**src/rtl/alu_issue_stage.sv**
```systemverilog
// alu_issue_stage: execute-stage front end that encodes MIPS ops for an external ALU and registers its result toward MEM.
// Ports: clk/rst (sync, active-high), flush (kills both stages);
//   in_*  : decoded ID fields with in_valid/in_ready handshake;
//   alu_* : op/operands driven from stage A, result/zero/overflow consumed back;
//   out_* : stage B result, destination, write enable, branch outcome, exception flags with out_valid/out_ready.
// Build option: define OVF_TRAP_EN to raise out_ovf on signed ADD/ADDI/SUB overflow and suppress write-back.
module alu_issue_stage #(
  parameter int XLEN    = 32,
  parameter int RADDR_W = 5
) (
  input  logic               clk,
  input  logic               rst,
  input  logic               flush,
  input  logic               in_valid,
  output logic               in_ready,
  input  logic [5:0]         in_opcode,
  input  logic [5:0]         in_funct,
  input  logic [4:0]         in_shamt,
  input  logic [15:0]        in_imm,
  input  logic [XLEN-1:0]    in_rs_val,
  input  logic [XLEN-1:0]    in_rt_val,
  input  logic [RADDR_W-1:0] in_rt_addr,
  input  logic [RADDR_W-1:0] in_rd_addr,
  output logic [3:0]         alu_op,
  output logic [XLEN-1:0]    alu_rs,
  output logic [XLEN-1:0]    alu_rt,
  input  logic [XLEN-1:0]    alu_rd,
  input  logic               alu_zf,
  input  logic               alu_of,
  output logic               out_valid,
  input  logic               out_ready,
  output logic [XLEN-1:0]    out_result,
  output logic [RADDR_W-1:0] out_dest,
  output logic               out_wen,
  output logic               out_br_taken,
  output logic               out_ovf,
  output logic               out_ri
);
  typedef struct packed {
    logic [3:0]         op;
    logic [XLEN-1:0]    rs;
    logic [XLEN-1:0]    rt;
    logic [RADDR_W-1:0] dest;
    logic               wen;
    logic               br;
    logic               bne;
    logic               ri;
    logic               chk;
  } a_t;
  typedef struct packed {
    logic [XLEN-1:0]    result;
    logic [RADDR_W-1:0] dest;
    logic               wen;
    logic               br;
    logic               ovf;
    logic               ri;
  } b_t;
  a_t a_d, a_q;
  b_t b_d, b_q;
  logic a_valid_d, a_valid_q, out_valid_d, out_valid_q;
  logic b_free, accept, adv, ovf, wr;
  logic [XLEN-1:0] sext, zext;
  assign b_free   = !out_valid_q | out_ready;
  assign in_ready = !a_valid_q | b_free;
  assign accept   = in_valid & in_ready;
  assign adv      = a_valid_q & b_free;
  assign sext     = {{(XLEN-16){in_imm[15]}}, in_imm};
  assign zext     = {{(XLEN-16){1'b0}}, in_imm};
  // chk marks the signed ops whose ALU overflow flag is meaningful
  always_comb begin
    a_d      = '0;
    a_d.rs   = in_rs_val;
    a_d.rt   = in_rt_val;
    a_d.dest = in_rt_addr;
    wr       = 1'b1;
    case (in_opcode)
      6'h00: begin
        a_d.dest = in_rd_addr;
        case (in_funct)
          6'h20: begin a_d.op = 4'b1011; a_d.chk = 1'b1; end
          6'h21: a_d.op = 4'b0010;
          6'h22: begin a_d.op = 4'b1100; a_d.chk = 1'b1; end
          6'h23: a_d.op = 4'b0110;
          6'h24: a_d.op = 4'b0000;
          6'h25: a_d.op = 4'b0001;
          6'h26: a_d.op = 4'b0011;
          6'h27: a_d.op = 4'b0100;
          6'h2A: a_d.op = 4'b0111;
          6'h00, 6'h02, 6'h03: begin
            a_d.op = in_funct[1] ? (in_funct[0] ? 4'b1010 : 4'b1001) : 4'b1000;
            a_d.rs = in_rt_val;
            a_d.rt = {{(XLEN-5){1'b0}}, in_shamt};
          end
          default: begin wr = 1'b0; a_d.ri = 1'b1; end
        endcase
      end
      6'h08: begin a_d.op = 4'b1011; a_d.rt = sext; a_d.chk = 1'b1; end
      6'h09: begin a_d.op = 4'b0010; a_d.rt = sext; end
      6'h0A: begin a_d.op = 4'b0111; a_d.rt = sext; end
      6'h0C: begin a_d.op = 4'b0000; a_d.rt = zext; end
      6'h0D: begin a_d.op = 4'b0001; a_d.rt = zext; end
      6'h0E: begin a_d.op = 4'b0011; a_d.rt = zext; end
      6'h0F: begin a_d.op = 4'b1000; a_d.rs = zext; a_d.rt = XLEN'(16); end
      6'h04, 6'h05: begin a_d.op = 4'b0110; a_d.br = 1'b1; a_d.bne = in_opcode[0]; wr = 1'b0; end
      default: begin wr = 1'b0; a_d.ri = 1'b1; end
    endcase
    a_d.wen = wr & (a_d.dest != '0);
  end
`ifdef OVF_TRAP_EN
  assign ovf = a_q.chk & alu_of;
`else
  logic unused;
  assign unused = a_q.chk ^ alu_of;
  assign ovf    = 1'b0;
`endif
  // BEQ takes on zero, BNE on non-zero
  assign b_d         = {alu_rd, a_q.dest, a_q.wen & !ovf, a_q.br & (alu_zf ^ a_q.bne), ovf, a_q.ri};
  assign a_valid_d   = accept | (a_valid_q & !adv);
  assign out_valid_d = adv | (out_valid_q & !out_ready);
  always_ff @(posedge clk) begin
    if (rst | flush) begin
      a_valid_q   <= 1'b0;
      out_valid_q <= 1'b0;
      a_q         <= '0;
      b_q         <= '0;
    end else begin
      a_valid_q   <= a_valid_d;
      out_valid_q <= out_valid_d;
      if (accept) a_q <= a_d;
      if (adv) b_q <= b_d;
    end
  end
  assign alu_op       = a_valid_q ? a_q.op : '0;
  assign alu_rs       = a_valid_q ? a_q.rs : '0;
  assign alu_rt       = a_valid_q ? a_q.rt : '0;
  assign out_valid    = out_valid_q;
  assign out_result   = b_q.result;
  assign out_dest     = b_q.dest;
  assign out_wen      = b_q.wen;
  assign out_br_taken = b_q.br;
  assign out_ovf      = b_q.ovf;
  assign out_ri       = b_q.ri;
endmodule
```
**config.mk**
```make
export PLATFORM = sky130hd
export DESIGN_NAME = alu_issue_stage
export DESIGN_NICKNAME = d
export VERILOG_FILES = /design/src/rtl/alu_issue_stage.sv
export SDC_FILE = /design/constraint.sdc
export NUM_CORES = 1
export LEC_CHECK = 0
export ABC_AREA = 1
export CAP_MARGIN = 20
export CORE_ASPECT_RATIO = 1.5
export CORE_UTILIZATION = 45
export CTS_CLUSTER_DIAMETER = 200
export DETAILED_ROUTE_END_ITERATION = 8
export GPL_ROUTABILITY_DRIVEN = 1
export PLACE_DENSITY = 0.85
export SKIP_LAST_GASP = 1
export SLEW_MARGIN = 10
export SYNTH_ARGS = -nofsm -noshare
export SYNTH_HDL_FRONTEND = slang
export SYNTH_SLANG_ARGS = --single-unit
```
**constraint.sdc**
```tcl
create_clock -name clk -period 2.2 [get_ports clk]
set_input_delay 0.44 -clock clk [delete_from_list [all_inputs] [get_ports clk]]
set_output_delay 0.44 -clock clk [all_outputs]
set_load 0.02 [all_outputs]
```
After elaboration in Yosys (flattened, before gate mapping)
Index checks and enable logic that the tools add are counted.
- flip-flop bits (word level): 119
- word-level logic and storage cells: 77
- input bits: 146
- equality and inequality tests: 20
- multiplexer cells: 16
- bitwise gates (word level): 12
- reduce and logical (&&, ||, !) cells: 14
- operators with widths (kind ; number):
    $pmux W32 S4 ; 1
    $mux W32 ; 2
    $mux W64 ; 1
    $pmux W32 S2 ; 1
    $eq A6 B6 Y1 const B ; 9
    $eq A6 B4 Y1 const B ; 7
    $pmux W4 S9 ; 1
    $pmux W4 S8 ; 1
    $eq A6 B2 Y1 const B ; 2
    $eq A6 B3 Y1 const B ; 2
    $logic_not A6 Y1 ; 2
    $reduce_or A12 Y1 ; 1
    $reduce_or A3 Y1 ; 3
    $reduce_or A9 Y1 ; 1
    $reduce_or A7 Y1 ; 1
    $and A1 B1 Y1 ; 6
    $mux W2 ; 3
    $mux W5 ; 1
    $or A1 B1 Y1 ; 5
    $reduce_bool A5 Y1 ; 1
    $logic_not A1 Y1 ; 4
    $mux W4 ; 1
    $pmux W1 S2 ; 2
    $mux W1 ; 2
    other kinds (2) ; 2

Longest topological paths before layout
Gate-level depths: netlist of run 1.
- word-level depth: 6
- gate-level depth with buffers: 12
- mapped depth without buffers: 12

Least setup slack after synthesis of run 1
Ideal clock, no wire load.
- path type: register -> output
- start point: reg a_valid_q
- end point: out alu_rt[21]
- required time: 1760 ps
- stages on the path, launching flop included: 6
- arrival time: 1222 ps
- slack: 538 ps
- path through: dfxtp_1 -> buf_2 -> clkbuf_1 -> buf_1 -> nand2_1 -> inv_1
- cells in the longest elaborated chain, start to end: 1
- RTL lines (what ; line ; RTL):
    start: declaration ; 60 ; logic a_valid_d, a_valid_q, out_valid_d, out_valid_q;
    start signal: assignment ; 127 ; a_valid_q <= a_valid_d;
    $mux W32 ; 135 ; assign alu_rt = a_valid_q ? a_q.rt : '0;
    end: declaration ; 26 ; output logic [XLEN-1:0] alu_rt,
Every way passes these cells.

Final worst setup path of run 1
- start point: reg a_valid_q
- end point: out alu_rs[14]
- cells in the longest elaborated chain, start to end: 1
- RTL lines (what ; line ; RTL):
    $mux W32 ; 134 ; assign alu_rs = a_valid_q ? a_q.rs : '0;
    end: declaration ; 25 ; output logic [XLEN-1:0] alu_rs,
Every way passes these cells.

==> flow_summary.ini, run 1 <==
[finish]
drive_above_1_share = 0.0949
stdcell_area_mm2 = 0.00941
stdcell_count = 1305
num_antenna_cells = 0
nets = 1282
area_growth_pct = 60.8

[drt]
wl_per_cell_um = 15.2
antenna_left = 0
routed_wirelength_um = 19900
viasPerCell = 5.23
drt_iter0_markers = 358
drc_errors = 0
dr_total_vias = 6826
firstDrtPassIters = 5

[timing]
max-slew-margin-rel = 0.652
period_share = 0.972
setup_viol = 0
report.final.hold_viol_count = 0
period_needed_ns = 2.14
hold_slack_ns = 0.465
clock_skew_ns = 0.0111
slew_violations = 0
tightest_slew_ns = 0.520
fmax_mhz = 467
fin_tns_setup_ns = 0

[clocking]
clk_pin_slew_worst_paths_ns = 0.05
cts_max_level = 4
postCtsHoldBufs = 0
clockBufferDepth = 2
postCtsSetupBuffers = 0
cts_buffers = 17
clock_latency_ns = 0.41
cts_tree = yes
cts_num_sinks = 119
root_buffer = clkbuf_16

[floorplanning]
design.die.area_mm2 = 0.0135
chipWidth_um = 95.1
die_y_um = 142
core-area_mm2 = 0.0126
ios = 257
rows = 50
initial_utilization = 0.465

[worst_hold_path]
worstHoldStart = a_q[75]
hold_path.class = flip-flop to flip-flop
whs_path_depth = 2
hold_end = a_q[75]

[power_and_ir_drop]
p_leak_nw = 4.93
vdd_drop_max_mv = 0.466
p_total_mw = 5.93
powerDensity_mw_per_mm2 = 630

[critical_path]
worstReg2RegEnd = a_q[4]
crit_type = flip-flop to primary output
r2r_setup_slack_ns = 0.66
crit_path_end_kind = primary output
startpoint_type = flip-flop
required_ns = 1.76
rr_worst_depth = 6
worstReg2RegStart = a_valid_q
worstPathArrival_ns = 1.70
cp_max_fo = 20

[placement]
io_buffers = 254
place_congestion = 0.882
dp_cells = 1272
placed_area_mm2 = 0.00879
dpl.hpwl_um = 13900

[synth]
syn_area_per_cell_um2 = 6.69
synth_top_cells_by_area = dfxtp_1 41%, nand2_1 12%, o21ai_0 8.0%
ys_seq_area_frac = 0.407
ys_warn_count = 0
syn_nets = 1020
syn_inst = 874
synth_top_area_cell = dfxtp_1
syn-cell-area_mm2 = 0.00585
synth.top_cells.by_count = 192 x nand2_1, 119 x dfxtp_1, 116 x inv_1, 102 x nor2_1, 93 x o21ai_0
synthArstFlopShare = 0
synth_edf_count = 0
synth_cell_types = 31
yosys.cell_count.top_type = nand2_1
synth_flop_cell = dfxtp_1
synth-seq-cells = 119
synth_top_area_share = 0.407

[flow_run]
maxCapViolations = 0

[grt]
grt_max_degree = 34
grt_pass1_vias = 6452
grt_first_pass_wirelength_um = 30800
track_usage = 0.294
overflow = 0
antenna_found_initial = 0

[status]
run_status = finished clean
cell type report:
cell class | instances | area, um^2
repair buffers | 302 | 3030
clock inverters | 12 | 153
flip-flops and latches | 119 | 2390
inverters | 119 | 447
fillers | 1009 | 3170
multi-input cells | 577 | 2750
clock buffers | 20 | 447
well taps | 156 | 195
how the worst max path moves through the flow:
| stage | from | endpoint | slack (ns) | cells after the start |
|---|---|---|---|---|
| final | a_valid_q | alu_rs[14] | 0.06 | 4 |
| after CTS | a_valid_q | alu_rs[19] | 0.0003 | 4 |
| after global placement | in_opcode[0] | a_q[73] | -0.01 | 8 |
| after floorplan | a_valid_q | alu_rt[21] | 0.54 | 5 |
| after global routing | a_valid_q | alu_rs[14] | -0.02 | 4 |
| after detailed placement | in_opcode[0] | a_q[72] | -0.07 | 8 |
where the power goes:
part | internal [mW] | leakage, nW | switching, mW | total [mW]
sequential | 2.23 | 0.971 | 0.0387 | 2.27
combinational | 0.446 | 3.68 | 0.404 | 0.850
clock | 1.81 | 0.282 | 1.01 | 2.81
sequential cells by signal, summed over array words and instances (netlist names):
name,cells
a_q,77
a_valid_q,1
out_br_taken,1
out_dest,5
out_result,32
out_ri,1
out_valid,1
out_wen,1
placed cells by master, fill, tap and decap left out, drive strengths merged, types with 37 or more instances in the layout:
| master | instances |
|---|---|
| nand2 | 195 |
| clkdlybuf4s50 | 193 |
| dfxtp | 119 |
| inv | 119 |
| nor2 | 111 |
| o21ai | 94 |
| a21oi | 77 |
| buf | 47 |
| dlygate4sd2 | 46 |
| nand3 | 37 |
stage by stage:
stage | utilization | worst slack [ns]
2_1_floorplan | - | 0.538
3_3_place_gp | 0.699 | -0.0116
3_5_place_dp | 0.699 | -0.0680
4_1_cts | 0.745 | 0.000267
5_1_grt | 0.748 | -0.0233
6_report | 0.748 | 0.0608
worst max-delay path, stage by stage (launching register included):
cell and delay, ns:
dfxtp_4 0.41, buf_12 0.17, nand2_1 0.07, inv_1 0.05, clkdlybuf4s50_1 0.59
routing by layer:
layer	up-vias	routed length [um]	part of all wire	global-route usage
li1	3335	-	-	-
met1	3109	7200	0.36	0.303
met5	-	0	0	0
met4	0	975	0.049	0.179
met3	68	1540	0.078	0.0841
met2	314	10100	0.51	0.514
repair_timing:
item	4_1_cts	5_1_grt
endpoints found under the setup margin	68	15
cloned	1	0
gates resized for setup	47	15
cell families after synthesis:
logic type,count (synthesis),synth area share
AO/OA/AOI/OAI,215,0.205
buffers and inverters,178,0.124
flip-flops,119,0.407
other,1,0.000641
AND/OR/NAND/NOR,361,0.263
Note: power is estimated with default switching activity, not from simulation.
==> run 2, diff against run 1 <==
--- a/config.mk
+++ b/config.mk
@@ -12,9 +12,9 @@
 export CTS_CLUSTER_DIAMETER = 200
 export DETAILED_ROUTE_END_ITERATION = 8
 export GPL_ROUTABILITY_DRIVEN = 1
-export PLACE_DENSITY = 0.85
+export PLACE_DENSITY_LB_ADDON = 0.2
 export SKIP_LAST_GASP = 1
-export SLEW_MARGIN = 10
+export SLEW_MARGIN = 0
 export SYNTH_ARGS = -nofsm -noshare
 export SYNTH_HDL_FRONTEND = slang
 export SYNTH_SLANG_ARGS = --single-unit
==> flow_summary.ini, run 2 (synthesis results as in run 1) <==
[power_and_ir_drop]
powerDensity_mw_per_mm2 = 644
intPower_mw = 4.47
seq_power_share = 0.378
p_sw_mw = 1.53
vdd_drop_max_mv = 0.457
sw_frac_of_total = 0.255
p_total_mw = 6.00
pwr-share-clk = 0.484
comb_power_share = 0.138
p_leak_nw = 4.59

[grt]
busiest_layer = met2
track_usage = 0.288
overflow = 0
antenna_found_initial = 0
grt_use_met1 = 0.301
grt_first_pass_wirelength_um = 30300
grt_max_degree = 49
grt_pass1_vias = 6438
met3_usage = 0.0670
use_met2 = 0.539

[critical_path]
startpoint_type = flip-flop
worstPathArrival_ns = 1.76
crit_type = flip-flop to primary output
crit_path_end_kind = primary output
worstReg2RegStart = a_valid_q
cp_max_fo = 48
crit_start = a_valid_q
required_ns = 1.76

[status]
violations = negative setup slack
run_status = finished, violations left

[clocking]
postCtsSetupBuffers = 0
cts_num_sinks = 119
cts_buffers = 17
clk_pin_slew_worst_paths_ns = 0.05
clock_latency_ns = 0.41
root_buffer = clkbuf_16
cts_max_level = 4
postCtsHoldBufs = 0
clockBufferDepth = 2
cts_tree = yes

[timing]
fin_tns_setup_ns = -0.00434
report.final.hold_viol_count = 0
period_needed_ns = 2.20
tightest_slew_ns = 0.567
grt_setup_unrepaired = yes
fin_ws_ns = -0.00223
fmax_mhz = 454
clock_skew_ns = 0.00915
setup_viol = 2
slew_violations = 0
max-slew-margin-rel = 0.622
period_share = 1.00

[floorplanning]
design.die.area_mm2 = 0.0135
rows = 50
initial_utilization = 0.465
ios = 257
chipWidth_um = 95.1
die_y_um = 142
core-area_mm2 = 0.0126

[finish]
drive_above_1_share = 0.0863
area_growth_pct = 59.1
num-fill-cells = 1000
mostFrequentLayoutCell = clkdlybuf4s50_1
num_antenna_cells = 0
multi_input_area_mm2 = 0.00275
largest-register = a_q
stdcell_count = 1292
seqCellArea_mm2 = 0.00238
nets = 1269
largest_reg_flops = 77
layout_common_cells = 224 x clkdlybuf4s50_1, 192 x nand2_1, 118 x dfxtp_1, 116 x inv_1, 101 x nor2_1

[drt]
wl_per_cell_um = 15.1
drt_iter0_markers = 307
routed_wirelength_um = 19500
firstDrtPassIters = 6
antenna_left = 0
drc_errors = 0
dr_total_vias = 6731
viasPerCell = 5.21

[placement]
place_congestion = 0.907
io_buffers = 254
dp_cells = 1260
dpl.hpwl_um = 13800

[worst_hold_path]
worstHoldStart = a_q[77]
hold_path.class = flip-flop to flip-flop

[flow_run]
maxCapViolations = 0
## run 2: cell count changes in the layout (fill, tap and decap cells not counted), moves of 2 or more
cell             delta
buf_4              -13
clkbuf_1            -2
clkdlybuf4s50_1    +31
clkinv_2            -2
clkinv_4            +4
clkinvlp_4          -4
dlygate4sd2_1      -22
dlymetal6s2s_1      -9
inv_6               +5
## run 2: metal layers
layer  routed length, um  part of all wire
met3                1410             0.072
met1                7180              0.37
met5                   0                 0
met4                 451             0.023
met2               10500              0.54
## run 2: cell type report
type                            instances  area share
Multi-Input combinational cell        577       0.295
Timing Repair Buffer                  289       0.314
Clock buffer                           17      0.0457
Sequential cell                       119       0.256
Inverter                              119      0.0480
Clock inverter                         15      0.0206
Tap cell                              156      0.0210
## run 2: power by group through the flow
stage | clock (mW) | combinational [mW] | sequential [mW]
finish | 2.90 | 0.825 | 2.27
global route | 3.03 | 0.895 | 2.28
CTS | 2.92 | 0.825 | 2.27
detailed placement | 0 | 0.822 | 2.31
global placement | 0 | 0.809 | 2.31
floorplan | 0 | 0.339 | 2.33
## run 2: final timing paths
path,cells past startpoint,slack [ns],end
hold / removal,2,0.47,a_q[77]
hold reg to reg,2,0.47,a_q[77]
setup reg to reg,7,0.41,a_q[33]
setup / recovery,4,-0.002,alu_rt[10]
## run 2: timing repair
item | 4_1_cts | 5_1_grt
pin swaps | 0 | 0
resized for setup | 25 | 6
cloned | 0 | 0
setup endpoints to repair | 39 | 45
## run 2: stage by stage
step	util	hold WS, ns	cell area, um^2	setup slack (ns)
floorplan	-	0.446	5850	0.538
global placement	0.692	0.454	8700	0.0203
detailed placement	0.692	0.459	8700	-0.0278
CTS	0.739	0.468	9290	-0.0417
global route	0.740	0.505	9310	-0.0957
finish	0.740	0.469	9310	-0.00223
## run 2: critical path, stage by stage, from the launching register on
cell             delay, ns
dfxtp_2               0.35
buf_12                0.23
nand2_1               0.09
inv_1                 0.06
clkdlybuf4s50_1       0.60
